## src/rtl/sc_bitstream_acc_if.sv

```systemverilog
// Handshake and result bundle between a conversion controller and sc_bitstream_acc.
interface sc_bitstream_acc_if #(
  parameter int CWIDTH = 8
);
  logic              start;
  logic              abort;
  logic              in;
  logic              busy;
  logic              valid;
  logic [CWIDTH:0]   result;

  // Controller side: requests conversions, feeds the bitstream, reads the count.
  modport master (
    output start, abort, in,
    input  busy, valid, result
  );

  // Accumulator side.
  modport slave (
    input  start, abort, in,
    output busy, valid, result
  );
endinterface

```

## src/rtl/sc_bitstream_acc.sv

```systemverilog
// Stochastic bitstream to binary converter: optional warm-up discard, then
// counts ones over a window of 2^CWIDTH samples and reports the count.
module sc_bitstream_acc #(
  parameter int CWIDTH = 8,
  parameter int WARMUP = 16,
  parameter int WWIDTH = 8
) (
  input  logic                clk,
  input  logic                rst_n,
  sc_bitstream_acc_if.slave   bus
);

  typedef enum logic [1:0] {
    S_IDLE = 2'd0,
    S_WARM = 2'd1,
    S_ACC  = 2'd2,
    S_DONE = 2'd3
  } state_t;

  localparam bit                HAS_WARM  = (WARMUP > 0);
  localparam logic [WWIDTH-1:0] WARM_LAST = WWIDTH'((WARMUP > 0) ? (WARMUP - 1) : 0);
  localparam logic [CWIDTH-1:0] WIN_LAST  = {CWIDTH{1'b1}};

  state_t            state_q, state_d;
  logic [WWIDTH-1:0] warm_q, warm_d;
  logic [CWIDTH-1:0] win_q, win_d;
  logic [CWIDTH:0]   ones_q, ones_d;
  logic [CWIDTH:0]   result_q, result_d;
  logic              busy_q, busy_d;
  logic              valid_q, valid_d;
  logic [CWIDTH:0]   in_ext;

  // Current sample zero-extended to the ones-counter width.
  assign in_ext = {{CWIDTH{1'b0}}, bus.in};

  // State register.
  always_ff @(posedge clk or negedge rst_n) begin
    if (!rst_n) begin
      state_q <= S_IDLE;
    end else begin
      state_q <= state_d;
    end
  end

  // Next-state logic; abort takes priority over start and over window completion.
  always_comb begin
    state_d = state_q;
    case (state_q)
      S_IDLE: begin
        if (bus.start && !bus.abort) begin
          state_d = HAS_WARM ? S_WARM : S_ACC;
        end else begin
          state_d = S_IDLE;
        end
      end
      S_WARM: begin
        if (bus.abort) begin
          state_d = S_IDLE;
        end else if (warm_q == WARM_LAST) begin
          state_d = S_ACC;
        end else begin
          state_d = S_WARM;
        end
      end
      S_ACC: begin
        if (bus.abort) begin
          state_d = S_IDLE;
        end else if (win_q == WIN_LAST) begin
          state_d = S_DONE;
        end else begin
          state_d = S_ACC;
        end
      end
      S_DONE: begin
        state_d = S_IDLE;
      end
      default: begin
        state_d = S_IDLE;
      end
    endcase
  end

  // Counter, result and status updates; counters read as zero outside their own phase,
  // so any entry into WARM or ACC starts from a cleared count.
  always_comb begin
    warm_d   = {WWIDTH{1'b0}};
    win_d    = {CWIDTH{1'b0}};
    ones_d   = {(CWIDTH+1){1'b0}};
    result_d = result_q;
    busy_d   = (state_d == S_WARM) || (state_d == S_ACC);
    valid_d  = (state_d == S_DONE);
    case (state_q)
      S_WARM: begin
        if (state_d == S_WARM) begin
          warm_d = warm_q + WWIDTH'(1'b1);
        end else begin
          warm_d = {WWIDTH{1'b0}};
        end
      end
      S_ACC: begin
        if (state_d == S_ACC) begin
          win_d  = win_q + CWIDTH'(1'b1);
          ones_d = ones_q + in_ext;
        end else if (state_d == S_DONE) begin
          // Final sample of the window is part of the result.
          result_d = ones_q + in_ext;
        end else begin
          result_d = result_q;
        end
      end
      default: begin
        result_d = result_q;
      end
    endcase
  end

  // Datapath and status registers.
  always_ff @(posedge clk or negedge rst_n) begin
    if (!rst_n) begin
      warm_q   <= {WWIDTH{1'b0}};
      win_q    <= {CWIDTH{1'b0}};
      ones_q   <= {(CWIDTH+1){1'b0}};
      result_q <= {(CWIDTH+1){1'b0}};
      busy_q   <= 1'b0;
      valid_q  <= 1'b0;
    end else begin
      warm_q   <= warm_d;
      win_q    <= win_d;
      ones_q   <= ones_d;
      result_q <= result_d;
      busy_q   <= busy_d;
      valid_q  <= valid_d;
    end
  end

  assign bus.busy   = busy_q;
  assign bus.valid  = valid_q;
  assign bus.result = result_q;

endmodule

```

## src/flat_wrapper.sv

```systemverilog
// flat-port wrapper written by rule: the top's interface ports become plain ports
module sc_bitstream_acc_flat 
#(
  parameter int CWIDTH = 8,
  parameter int WARMUP = 16,
  parameter int WWIDTH = 8
)
  (clk, rst_n, bus_start, bus_abort, bus_in, bus_busy, bus_valid, bus_result);
  sc_bitstream_acc_if #(.CWIDTH(CWIDTH)) bus_i ();
  input  logic clk;
  input  logic rst_n;
  input wire logic [$bits(bus_i.start)-1:0] bus_start;
  input wire logic [$bits(bus_i.abort)-1:0] bus_abort;
  input wire logic [$bits(bus_i.in)-1:0] bus_in;
  output wire logic [$bits(bus_i.busy)-1:0] bus_busy;
  output wire logic [$bits(bus_i.valid)-1:0] bus_valid;
  output wire logic [$bits(bus_i.result)-1:0] bus_result;
  assign bus_i.start = bus_start;
  assign bus_i.abort = bus_abort;
  assign bus_i.in = bus_in;
  assign bus_busy = bus_i.busy;
  assign bus_valid = bus_i.valid;
  assign bus_result = bus_i.result;
  sc_bitstream_acc #(.CWIDTH(CWIDTH), .WARMUP(WARMUP), .WWIDTH(WWIDTH)) u_core (.clk(clk), .rst_n(rst_n), .bus(bus_i));
endmodule
```

## config.mk

```make
export PLATFORM = sky130hd
export DESIGN_NAME = sc_bitstream_acc_flat
export DESIGN_NICKNAME = d
export VERILOG_FILES = /design/src/rtl/sc_bitstream_acc_if.sv /design/src/rtl/sc_bitstream_acc.sv /design/src/flat_wrapper.sv
export SDC_FILE = /design/constraint.sdc
export NUM_CORES = 1
export LEC_CHECK = 0
export ABC_CLOCK_PERIOD_IN_PS = 2000
export CORE_ASPECT_RATIO = 1.75
export CORE_MARGIN = 5
export CORE_UTILIZATION = 30
export CTS_CLUSTER_DIAMETER = 60
export DETAILED_ROUTE_END_ITERATION = 8
export SLEW_MARGIN = 5
export SYNTH_ARGS = -nofsm -noshare
export SYNTH_HDL_FRONTEND = slang
export SYNTH_SLANG_ARGS = --single-unit
```

## constraint.sdc

```tcl
create_clock -name clk -period 2 [get_ports clk]
set_input_delay 0.2 -clock clk [delete_from_list [all_inputs] [get_ports clk]]
set_output_delay 0.2 -clock clk [all_outputs]
set_load 0.01 [all_outputs]
```

==> metrics.log, run 1 <==
[metrics] die outline area: between 7000 and 8000 um^2
[metrics] iteration count of the initial detailed-routing pass: 4
[metrics] count of antenna diodes in the layout: 0
[metrics] starting utilization of the core area: 0.311
[metrics] Vias/cell: around 4.7
[metrics] total of buffers placed on input and output ports: 15
[metrics] Final ANT Viol Nets: 0
[metrics] WP data required: between 2 and 2.5 ns
[metrics] die extent in x: slightly below 70 um
[metrics] library cell appearing most often on the critical path: sky130_fd_sc_hd__buf_4
[metrics] Distinct cells, synth: 30
[metrics] clock root cell: sky130_fd_sc_hd__clkbuf_8
[metrics] gpl congestion: between 0.7 and 0.8
[metrics] Ys Warns: 0
[metrics] hold path depth: 2
[metrics] number of endpoints failing setup at the final stage: 22
[metrics] source-to-sink clock delay at the later pin of the worst-skew pair: about 0.28 ns
[metrics] number of placed I/O pins: 16
[metrics] worst-case setup margin in the final layout: -0.0596 ns
[metrics] Hold WC Path Type: register to register
[metrics] post-synthesis instance total: 170
[metrics] vertical die dimension: 111 um
[metrics] Max-Cap Viols: 0
[metrics] critical path endpoint category: register
[metrics] ordered cell list for the critical path: or3_4 -> o31a_1 -> o21a_1 -> ha_4 -> nand4bb_4 -> buf_4 -> buf_4 -> o21ai_0
[metrics] part of the Yosys area used for sequential elements: 0.548
[metrics] transition time at the pin with the least slew margin: around 0.5 ns
[metrics] count of cells along the worst register-to-register path: 8
[metrics] share of Yosys cell area claimed by the top area cell type: 0.548
[metrics] Final Hold Fails: 0
[metrics] power density over cell area: approximately 520 nW/um^2
[metrics] CTS Buf Count: 5
[metrics] top cells by area in the synthesized netlist: sky130_fd_sc_hd__dfrtp_1 (55%), sky130_fd_sc_hd__ha_1 (5.0%), sky130_fd_sc_hd__nand3_1 (4.3%)
[metrics] count of nets after finishing: around 240
[metrics] failing checks: setup timing
[metrics] clock tree from TritonCTS: done
[metrics] detailed-placement wirelength estimate: about 2700 um
[metrics] arrival time of data at the critical path endpoint: around 2.2 ns
[metrics] Crit Path Category: register to register
[metrics] result of the run: finished, violations left
[metrics] flip-flop and latch count after synthesis: 38
[metrics] CTS H-tree depth: 2
[metrics] relative area change from synthesis to final layout: 52.2%
[metrics] global-route total usage across every layer: 0.110
[metrics] cell type with the highest aggregate area in the netlist: sky130_fd_sc_hd__dfrtp_1
[metrics] detailed router's first-iteration violation count: 25
[metrics] antenna violations before repair: 0
[metrics] shortest clock period the worst path allows after layout: around 2.1 ns
[metrics] Max stage delay on crit path: about 0.4 ns
[metrics] Clock Skews: 0.00648 ns
[metrics] clock edge transition at the registers on the reported setup and hold paths: 0.07 ns
[metrics] maximum vdd ir drop: between 0.0004 and 0.0005 V
[metrics] worst slew margin relative to its limit: 0.667
[metrics] vias in the first global route: 1465
[metrics] worst hold margin: approximately 0.48 ns
[metrics] # rows: 36
[metrics] via count: 1457
[metrics] unrepaired setup endpoints after global routing: true
[metrics] Slowest cell on crit path: sky130_fd_sc_hd__or3_4
[metrics] total length of routed wires: 4040 um
[metrics] syn nets: ~180
[metrics] CTS Buffer Depth: 2
[metrics] global-route wire length before repair: 6480 um
[metrics] total congestion overflow after global routing: 0
[metrics] Crit Path Max Fanout: 7
[metrics] FMAX: about 0.49 GHz
[metrics] worst-case setup slack after placement: -0.276 ns
[metrics] Static Leak: roughly 1.1 nW
[metrics] post-synthesis cell area: around 1700 um^2
[metrics] layout cell share with drive strength beyond 1: 0.356
[metrics] pin count of the biggest net entering global routing: 39
[metrics] syn avg cell area: about 10 um^2
[metrics] critical path startpoint category: register
[metrics] clock sinks: 38
[metrics] setup TNS: -0.497 ns
[metrics] Core Footprint: approximately 5600 um^2
[metrics] routed length per placed instance: roughly 13 um
[metrics] number of pins exceeding their max-slew limit in the final report: 0
[metrics] share of the clock period used by the worst path: 1.03
[metrics] DR DRC count: 0
==> cells in the mapped netlist, drive strengths merged <==
cell type / n
inv: 6
nand4bb: 1
nand2: 17
nand3: 16
and3: 1
o21ai: 14
o211ai: 4
o21bai: 1
nand2b: 1
xor2: 6
o21ba: 1
nor4bb: 1
a21oi: 10
o31a: 1
nor2b: 1
nor4: 2
dfrtp: 38
ha: 7
nor2: 15
or3: 9
nand4: 2
nor3: 1
o31ai: 2
buf: 3
or4: 6
xnor2: 3
o21a: 1
==> cells in the final DEF, fill, tap and decap left out, types with 2 or more instances in the layout <==
| master | count |
|---|---|
| sky130_fd_sc_hd__ha_1 | 2 |
| sky130_fd_sc_hd__a21oi_2 | 7 |
| sky130_fd_sc_hd__or4_1 | 6 |
| sky130_fd_sc_hd__a21oi_1 | 3 |
| sky130_fd_sc_hd__nand3_1 | 13 |
| sky130_fd_sc_hd__xnor2_1 | 3 |
| sky130_fd_sc_hd__nor4_4 | 2 |
| sky130_fd_sc_hd__o21ai_0 | 13 |
| sky130_fd_sc_hd__nor2_4 | 8 |
| sky130_fd_sc_hd__clkdlybuf4s50_1 | 14 |
| sky130_fd_sc_hd__o211ai_1 | 4 |
| sky130_fd_sc_hd__dfrtp_1 | 38 |
| sky130_fd_sc_hd__inv_1 | 6 |
| sky130_fd_sc_hd__nand2_1 | 16 |
| sky130_fd_sc_hd__buf_8 | 2 |
| sky130_fd_sc_hd__xor2_1 | 6 |
| sky130_fd_sc_hd__ha_2 | 2 |
| sky130_fd_sc_hd__buf_4 | 38 |
| sky130_fd_sc_hd__o31ai_1 | 2 |
| sky130_fd_sc_hd__ha_4 | 3 |
| sky130_fd_sc_hd__nand3_2 | 2 |
| sky130_fd_sc_hd__or3_1 | 8 |
| sky130_fd_sc_hd__clkbuf_8 | 6 |
| sky130_fd_sc_hd__nor2_1 | 6 |
==> cell type report <==
cell class,instances,area [um^2]
multi-input cells,123,981
repair buffers,58,502
inverters,6,22.5
well taps,76,95.1
clock buffers,7,86.3
flip-flops and latches,38,951
fillers,557,2940
clock inverters,1,5.00
==> power by group <==
group,total [W],internal (W),switching [W]
clock,0.000539,0.000278,0.000261
sequential,0.000775,0.000772,0.00000359
combinational,0.0000652,0.0000293,0.0000360
total,0.00138,0.00108,0.000300
==> registers in the layout (all words and copies together), names as in the netlist <==
register / cells
u_core.ones_q: 9
u_core.warm_q: 8
u_core.bus.busy: 1
u_core.state_q: 2
u_core.win_q: 8
u_core.bus.valid: 1
u_core.bus.result: 9
==> metal layers <==
metal,track usage,share of wire
met1,0.121,0.40
met2,0.197,0.56
met3,0.0213,0.030
met4,0.0447,0.011
met5,0,0
==> cell families after synthesis <==
kind of cell,share of synthesized area
buffers and inverters,0.0216
AO/OA/AOI/OAI,0.115
flip-flops,0.548
XOR/XNOR,0.0454
adder cells (fa/ha/maj),0.0504
AND/OR/NAND/NOR,0.220
==> worst max-delay path: cells and delay by family (launching register included) <==
kind            cells  cell delay, ns
flops               1            0.38
buf+inv             2            0.24
compound gates      3            0.59
fa+ha+maj           1            0.20
simple gates        2            0.52
==> path summary, 6_finish.rpt <==
check,startpoint,endpoint,slack (ns)
hold reg to reg,u_core.bus.result[4],u_core.bus.result[4],0.48
setup reg to reg,u_core.warm_q[5],u_core.bus.result[3],-0.06
min in group asynchronous,rst_n,u_core.bus.result[4],0.50
max in group asynchronous,rst_n,u_core.warm_q[3],1.15
setup / recovery,u_core.warm_q[5],u_core.bus.result[3],-0.06
hold / removal,u_core.bus.result[4],u_core.bus.result[4],0.48
==> timing repair <==
item,4_1_cts,5_1_grt
pin swaps,6,6
endpoints found under the hold margin,38,0
buffers inserted,5,3
setup endpoints to repair,13,33
gates cloned,0,1
resized for setup,6,40
hold buffers,1,0
==> through the flow <==
stage | area (um^2) | utilization | instances | total power, W
6_report | 2640 | 0.473 | 309 | 0.00138
3_3_place_gp | 2280 | 0.407 | 291 | 0.000846
4_1_cts | 2450 | 0.439 | 305 | 0.00139
2_1_floorplan | 1790 | - | 170 | 0.000804
3_5_place_dp | 2280 | 0.407 | 291 | 0.000846
5_1_grt | 2640 | 0.473 | 309 | 0.00144
No activity file was read; power rests on OpenSTA's default activity.
==> inputs of run 2 (changes only) <==
- CORE_UTILIZATION: 30 -> 40
- CTS_CLUSTER_SIZE: default -> 16
==> run 2 against run 1 <==
  * Combinational power shrank 17%
  * Register-to-register slack worse by 0.02 ns
  * Critical path type unchanged
  * Global-route usage is 3.1 points higher
  * Via count grew 0.89%
  * Setup slack lost 0.019 ns
  * The flow still finishes with violations (setup timing)
  * Non-clock buffer count shrank 7
  * First-iteration DRC count grew 4.0%
  * Maximum frequency down 0.91%
  * Highest routed layer unchanged
  * Largest power group unchanged
  * Sequential power is essentially flat
==> metrics.log, run 2 (synthesis results as in run 1) <==
[metrics] total of buffers placed on input and output ports: 15
[metrics] setup TNS: -0.313 ns
[metrics] net switching power: approximately 0.00030 W
[metrics] worst-case setup margin in the final layout: -0.0785 ns
[metrics] shortest clock period the worst path allows after layout: between 2 and 2.5 ns
[metrics] via count: approximately 1500
[metrics] power share of the sequential group: 0.584
[metrics] CTS H-tree depth: 2
[metrics] unrepaired setup endpoints after global routing: true
[metrics] gpl congestion: 0.773
[metrics] relative area change from synthesis to final layout: 40.3%
[metrics] arrival time of data at the critical path endpoint: ~2.3 ns
[metrics] CTS Hold Bufs: 0
[metrics] Hold WC Path Type: primary input to async pin
[metrics] clock sinks: 38
[metrics] critical path endpoint category: register
[metrics] Crit Path Category: register to register
[metrics] iteration count of the initial detailed-routing pass: 4
[metrics] worst-case setup slack after placement: -0.279 ns
[metrics] portion of total power attributed to combinational logic: 0.041
[metrics] number of pins exceeding their max-slew limit in the final report: 0
[metrics] WP data required: about 2.2 ns
[metrics] count of buffering cells on the critical path with inverters included: 0
[metrics] vertical die dimension: around 100 um
[metrics] Slowest cell on crit path: sky130_fd_sc_hd__or4_1
[metrics] clock tree from TritonCTS: done
[metrics] layout cell share with drive strength beyond 1: 0.307
[metrics] maximum vdd ir drop: ~0.00041 V
[metrics] starting utilization of the core area: 0.415
[metrics] kind of cell with the highest combined delay on the critical path: simple AND/OR/NAND/NOR gates
[metrics] clock edge transition at the registers on the reported setup and hold paths: ~0.080 ns
[metrics] Final ANT Viol Nets: 0
[metrics] number of endpoints failing setup at the final stage: 9
[metrics] Power Total: 0.00133 W
[metrics] Clock Skews: between 0.01 and 0.015 ns
[metrics] share of the clock period used by the worst path: 1.04
[metrics] count of antenna diodes in the layout: 0
[metrics] detailed-placement wirelength estimate: around 2800 um
[metrics] Clk network pwr share: 0.375
[metrics] detailed router's first-iteration violation count: 26
[metrics] result of the run: finished, violations left
[metrics] worst slew margin relative to its limit: 0.434
[metrics] antenna violations before repair: 0
[metrics] global-route total usage across every layer: 0.142
[metrics] highest-count cells in the layout ignoring fill and taps: sky130_fd_sc_hd__dfrtp_1 (38), sky130_fd_sc_hd__buf_4 (32), sky130_fd_sc_hd__nand2_1 (16), sky130_fd_sc_hd__clkdlybuf4s50_1 (14)
[metrics] DR DRC count: 0
[metrics] Static Leak: roughly 1.0 nW
[metrics] CTS Buffer Depth: 2
[metrics] Internal Power: roughly 0.0010 W
[metrics] Max-Cap Viols: 0
[metrics] Vias/cell: 5.36
[metrics] Crit Path Max Fanout: 6
[metrics] # rows: 31
[metrics] switching fraction of total power: 0.225
[metrics] utilization after layout: 0.582
[metrics] commonest non-fill, non-tap cell in the layout: sky130_fd_sc_hd__dfrtp_1
[metrics] dpl cell area: 2180 um^2
[metrics] die extent in x: around 60 um
[metrics] CTS Buf Count: 5
[metrics] clock root cell: sky130_fd_sc_hd__clkbuf_8
[metrics] pin count of the biggest net entering global routing: 39
[metrics] routed length per placed instance: around 15 um
[metrics] count of nets after finishing: between 200 and 250
[metrics] global-route wire length before repair: about 6400 um
[metrics] power density over cell area: around 540 nW/um^2
[metrics] transition time at the pin with the least slew margin: approximately 0.85 ns
[metrics] total congestion overflow after global routing: 0
[metrics] Max stage delay on crit path: between 0.4 and 0.5 ns
[metrics] number of placed I/O pins: 16
[metrics] post-route cell area: around 2400 um^2
[metrics] failing checks: setup timing
[metrics] Core Footprint: ~4200 um^2
[metrics] critical path startpoint category: register
[metrics] source-to-sink clock delay at the later pin of the worst-skew pair: 0.29 ns
[metrics] FMAX: 0.481 GHz
[metrics] ordered cell list for the critical path: or3_4 -> nor4_4 -> o21ba_4 -> ha_4 -> nand4bb_4 -> or4_1 -> nand3_1
[metrics] vias in the first global route: 1482
[metrics] die outline area: between 5000 and 6000 um^2
[metrics] Final Hold Fails: 0
[metrics] total length of routed wires: around 4000 um
## run 2: cell count changes in the layout (fill, tap and decap cells not counted), moves of 2 or more
cell and delta:
sky130_fd_sc_hd__buf_4 -6, sky130_fd_sc_hd__buf_6 +2, sky130_fd_sc_hd__nor2_4 -8, sky130_fd_sc_hd__nor2_1 +6, sky130_fd_sc_hd__nor2_2 +2, sky130_fd_sc_hd__buf_8 -2
## run 2: area by class of cell
cell class                      count  area, um^2
Clock inverter                      2        10.0
Inverter                            6        22.5
Sequential cell                    38         951
Multi-Input combinational cell    123         898
Clock buffer                        5        68.8
Fill cell                         376        1750
Timing Repair Buffer               51         424
Tap cell                           49        61.3
## run 2: stage by stage
| stage | cells | hold WS (ns) |
|---|---|---|
| 6_report | 274 | 0.00681 |
| 5_1_grt | 274 | 0.0788 |
| 4_1_cts | 267 | 0.0484 |
| 3_5_place_dp | 257 | 0.367 |
| 3_3_place_gp | 257 | 0.336 |
| 2_1_floorplan | 170 | -0.0956 |
## run 2: path summary, 6_finish.rpt
path | from | to | slack, ns | cells past startpoint
min in group clk | u_core.bus.result[2] | u_core.bus.result[2] | 0.49 | 2
hold / removal | rst_n | u_core.ones_q[4] | 0.007 | 1
setup / recovery | u_core.warm_q[5] | u_core.bus.result[8] | -0.08 | 7
setup reg to reg | u_core.warm_q[5] | u_core.bus.result[8] | -0.08 | 7
max in group asynchronous | rst_n | u_core.bus.result[8] | 1.45 | 1
hold reg to reg | u_core.bus.result[2] | u_core.bus.result[2] | 0.49 | 2
## run 2: power by group through the flow
stage	Clock (W)	Sequential, W	Combinational, W
floorplan	0	0.000791	0.0000123
detailed placement	0	0.000790	0.0000496
CTS	0.000513	0.000775	0.0000537
finish	0.000498	0.000775	0.0000539
global placement	0	0.000790	0.0000475
global route	0.000540	0.000776	0.0000613
## run 2: layer usage
metal	track usage	vias up	part of all wire
met5	0	-	0
met4	0.0512	0	0.016
met3	0.0359	6	0.032
met2	0.258	22	0.56
met1	0.147	728	0.40
li1	-	714	-
## run 2: repair_timing
action,CTS,global route
pin swaps,0,2
gates resized for setup,8,16
buffers inserted,3,6
setup endpoints to repair,9,16
gates cloned,0,1
==> inputs of run 3 (changes only) <==
- PLACE_DENSITY_LB_ADDON: default -> 0.12
==> run 3 against run 2 <==
  * The flow still finishes with violations (setup timing)
  * Die area did not move
  * Routed wire length fell by 1.6%
  * Global-route usage rose by 0.83 points
  * First-iteration DRC count rose by 42%
  * Highest routed layer unchanged
  * Critical endpoint is now u_core.bus.result[6]
  * Register-to-register slack improved by 0.02 ns
  * Critical path depth rose by 1
  * Via count rose by 0.82%
  * Sequential power barely moved
  * Core utilization rose by 1.6 points
  * Count of clock-buffer cells in the layout rose by 2
==> metrics.log, run 3 (synthesis results as in run 1) <==
[metrics] iteration count of the initial detailed-routing pass: 4
[metrics] GR peak layer: met2
[metrics] antenna violations before repair: 0
[metrics] count of nets after finishing: roughly 240
[metrics] Static Leak: 1.06 nW
[metrics] Vias/cell: roughly 5.4
[metrics] arrival time of data at the critical path endpoint: approximately 2.3 ns
[metrics] kind of cell with the highest combined delay on the critical path: simple AND/OR/NAND/NOR gates
[metrics] Filler Cells Inserted: roughly 350
[metrics] number of pins exceeding their max-slew limit in the final report: 0
[metrics] GR Util met2: 0.269
[metrics] vias in the first global route: around 1600
[metrics] Max-Cap Viols: 0
[metrics] failing checks: setup timing
[metrics] setup TNS: -0.151 ns
[metrics] Hold WC Path Type: primary input to async pin
[metrics] transition time at the pin with the least slew margin: between 0.4 and 0.5 ns
[metrics] Crit Path Max Fanout: 6
[metrics] CTS Buffer Depth: 2
[metrics] count of cells along the worst register-to-register path: 8
[metrics] result of the run: finished, violations left
[metrics] clock tree from TritonCTS: done
[metrics] post-route cell area: between 2000 and 3000 um^2
[metrics] total congestion overflow after global routing: 0
[metrics] count of buffering cells on the critical path with inverters included: 0
[metrics] die outline area: a little under 6000 um^2
[metrics] gpl congestion: 0.856
[metrics] Core Footprint: between 4000 and 5000 um^2
[metrics] layout cell share with drive strength beyond 1: 0.336
[metrics] Clock Skews: a little over 0.004 ns
[metrics] shortest clock period the worst path allows after layout: slightly above 2 ns
[metrics] worst-case setup slack after placement: -0.152 ns
[metrics] global-route total usage across every layer: 0.150
[metrics] detailed router's first-iteration violation count: 37
[metrics] source-to-sink clock delay at the later pin of the worst-skew pair: ~0.29 ns
[metrics] starting utilization of the core area: 0.415
[metrics] relative area change from synthesis to final layout: 44.1%
[metrics] CTS Hold Bufs: 0
[metrics] WP data required: about 2.2 ns
[metrics] Final ANT Viol Nets: 0
[metrics] Slowest cell on crit path: sky130_fd_sc_hd__or4_1
[metrics] CTS Buf Count: 5
[metrics] die extent in x: roughly 60 um
[metrics] slack of the worst reg-to-reg path: -0.06 ns
[metrics] highest-count cells in the layout ignoring fill and taps: sky130_fd_sc_hd__dfrtp_1 (38), sky130_fd_sc_hd__buf_4 (31), sky130_fd_sc_hd__nand2_1 (16), sky130_fd_sc_hd__clkdlybuf4s50_1 (15), sky130_fd_sc_hd__nand3_1 (13)
[metrics] total length of routed wires: roughly 3900 um
[metrics] Final Hold Fails: 0
[metrics] RR Startpoint: u_core.win_q[0]
[metrics] met3 global-route usage: 0.0346
[metrics] maximum vdd ir drop: approximately 0.00058 V
[metrics] routed length per placed instance: around 14 um
[metrics] FMAX: approximately 0.5 GHz
[metrics] vertical die dimension: roughly 97 um
[metrics] Global Route met1 Usage: 0.147
[metrics] clock edge transition at the registers on the reported setup and hold paths: around 0.07 ns
[metrics] count of antenna diodes in the layout: 0
[metrics] critical path startpoint category: register
[metrics] clock sinks: 38
[metrics] unrepaired setup endpoints after global routing: true
[metrics] DR DRC count: 0
[metrics] ordered cell list for the critical path: ha_2 -> nand4_1 -> nor4_2 -> o21a_1 -> ha_4 -> nand4bb_4 -> or4_1 -> nand3_1
[metrics] worst hold margin: ~0.34 ns
[metrics] critical path endpoint category: register
[metrics] detailed-placement wirelength estimate: ~2900 um
[metrics] clock root cell: sky130_fd_sc_hd__clkbuf_8
[metrics] worst slew margin relative to its limit: 0.673
[metrics] pin count of the biggest net entering global routing: 39
[metrics] via count: between 1000 and 1500
[metrics] commonest non-fill, non-tap cell in the layout: sky130_fd_sc_hd__dfrtp_1
[metrics] dpl cell area: around 2200 um^2
[metrics] share of the clock period used by the worst path: 1.03
[metrics] Crit Path Category: register to register
[metrics] total of buffers placed on input and output ports: 15
[metrics] number of placed I/O pins: 16
[metrics] worst-case setup margin in the final layout: -0.0564 ns
[metrics] Max stage delay on crit path: 0.43 ns
[metrics] Reg-to-Reg End: u_core.bus.result[6]
[metrics] power density over cell area: about 550 nW/um^2
[metrics] global-route wire length before repair: 6650 um
[metrics] CTS H-tree depth: 2
[metrics] number of endpoints failing setup at the final stage: 5
[metrics] # rows: 31
[run 3: worst max path at each step]
| stage | from | to | slack [ns] | depth (start not counted) |
|---|---|---|---|---|
| after floorplan | u_core.warm_q[5] | u_core.bus.result[5] | -0.06 | 8 |
| after global placement | u_core.warm_q[5] | u_core.bus.result[7] | -0.12 | 9 |
| after detailed placement | u_core.warm_q[5] | u_core.bus.result[6] | -0.15 | 9 |
| after CTS | u_core.warm_q[7] | u_core.bus.result[6] | -0.11 | 8 |
| after global routing | u_core.win_q[0] | u_core.bus.result[5] | -0.20 | 8 |
| final | u_core.win_q[0] | u_core.bus.result[6] | -0.06 | 8 |
[run 3: report_power, final]
part | total [W] | switching (W) | internal (W)
registers | 0.000775 | 0.00000320 | 0.000772
logic | 0.0000566 | 0.0000330 | 0.0000236
clock network | 0.000542 | 0.000264 | 0.000278
total | 0.00137 | 0.000301 | 0.00107
[run 3: cell type report]
cell class                      count  area, um^2  area share
Sequential cell                    38         951       0.380
Inverter                            6        22.5     0.00900
Multi-Input combinational cell    123         928       0.371
Timing Repair Buffer               51         448       0.179
Clock buffer                        7        86.3      0.0345
Clock inverter                      1        5.00     0.00200
Tap cell                           49        61.3      0.0245
[run 3: per-stage QoR]
| step | total power (W) | instances | util |
|---|---|---|---|
| after CTS | 0.00140 | 269 | 0.561 |
| after global routing | 0.00144 | 275 | 0.597 |
| final | 0.00137 | 275 | 0.597 |
| after floorplan | 0.000804 | 170 | - |
| after detailed placement | 0.000842 | 262 | 0.530 |
| after global placement | 0.000841 | 262 | 0.530 |
[run 3: layer usage]
layer | wire [um] | vias up
met4 | 133 | 0
met5 | 0 | -
met1 | 1450 | 723
met2 | 2200 | 27
met3 | 127 | 16
li1 | - | 716
[run 3: timing repair]
item	CTS	global route
setup buffers	0	6
pin swaps	9	6
endpoints found under the setup margin	17	33
gates resized for setup	8	30
[run 3: worst register-to-register path: stages, from the launching register on]
cell	delay (ns)
sky130_fd_sc_hd__dfrtp_1	0.37
sky130_fd_sc_hd__ha_2	0.18
sky130_fd_sc_hd__nand4_1	0.16
sky130_fd_sc_hd__nor4_2	0.21
sky130_fd_sc_hd__o21a_1	0.24
sky130_fd_sc_hd__ha_4	0.17
sky130_fd_sc_hd__nand4bb_4	0.14
sky130_fd_sc_hd__or4_1	0.43
sky130_fd_sc_hd__nand3_1	0.10
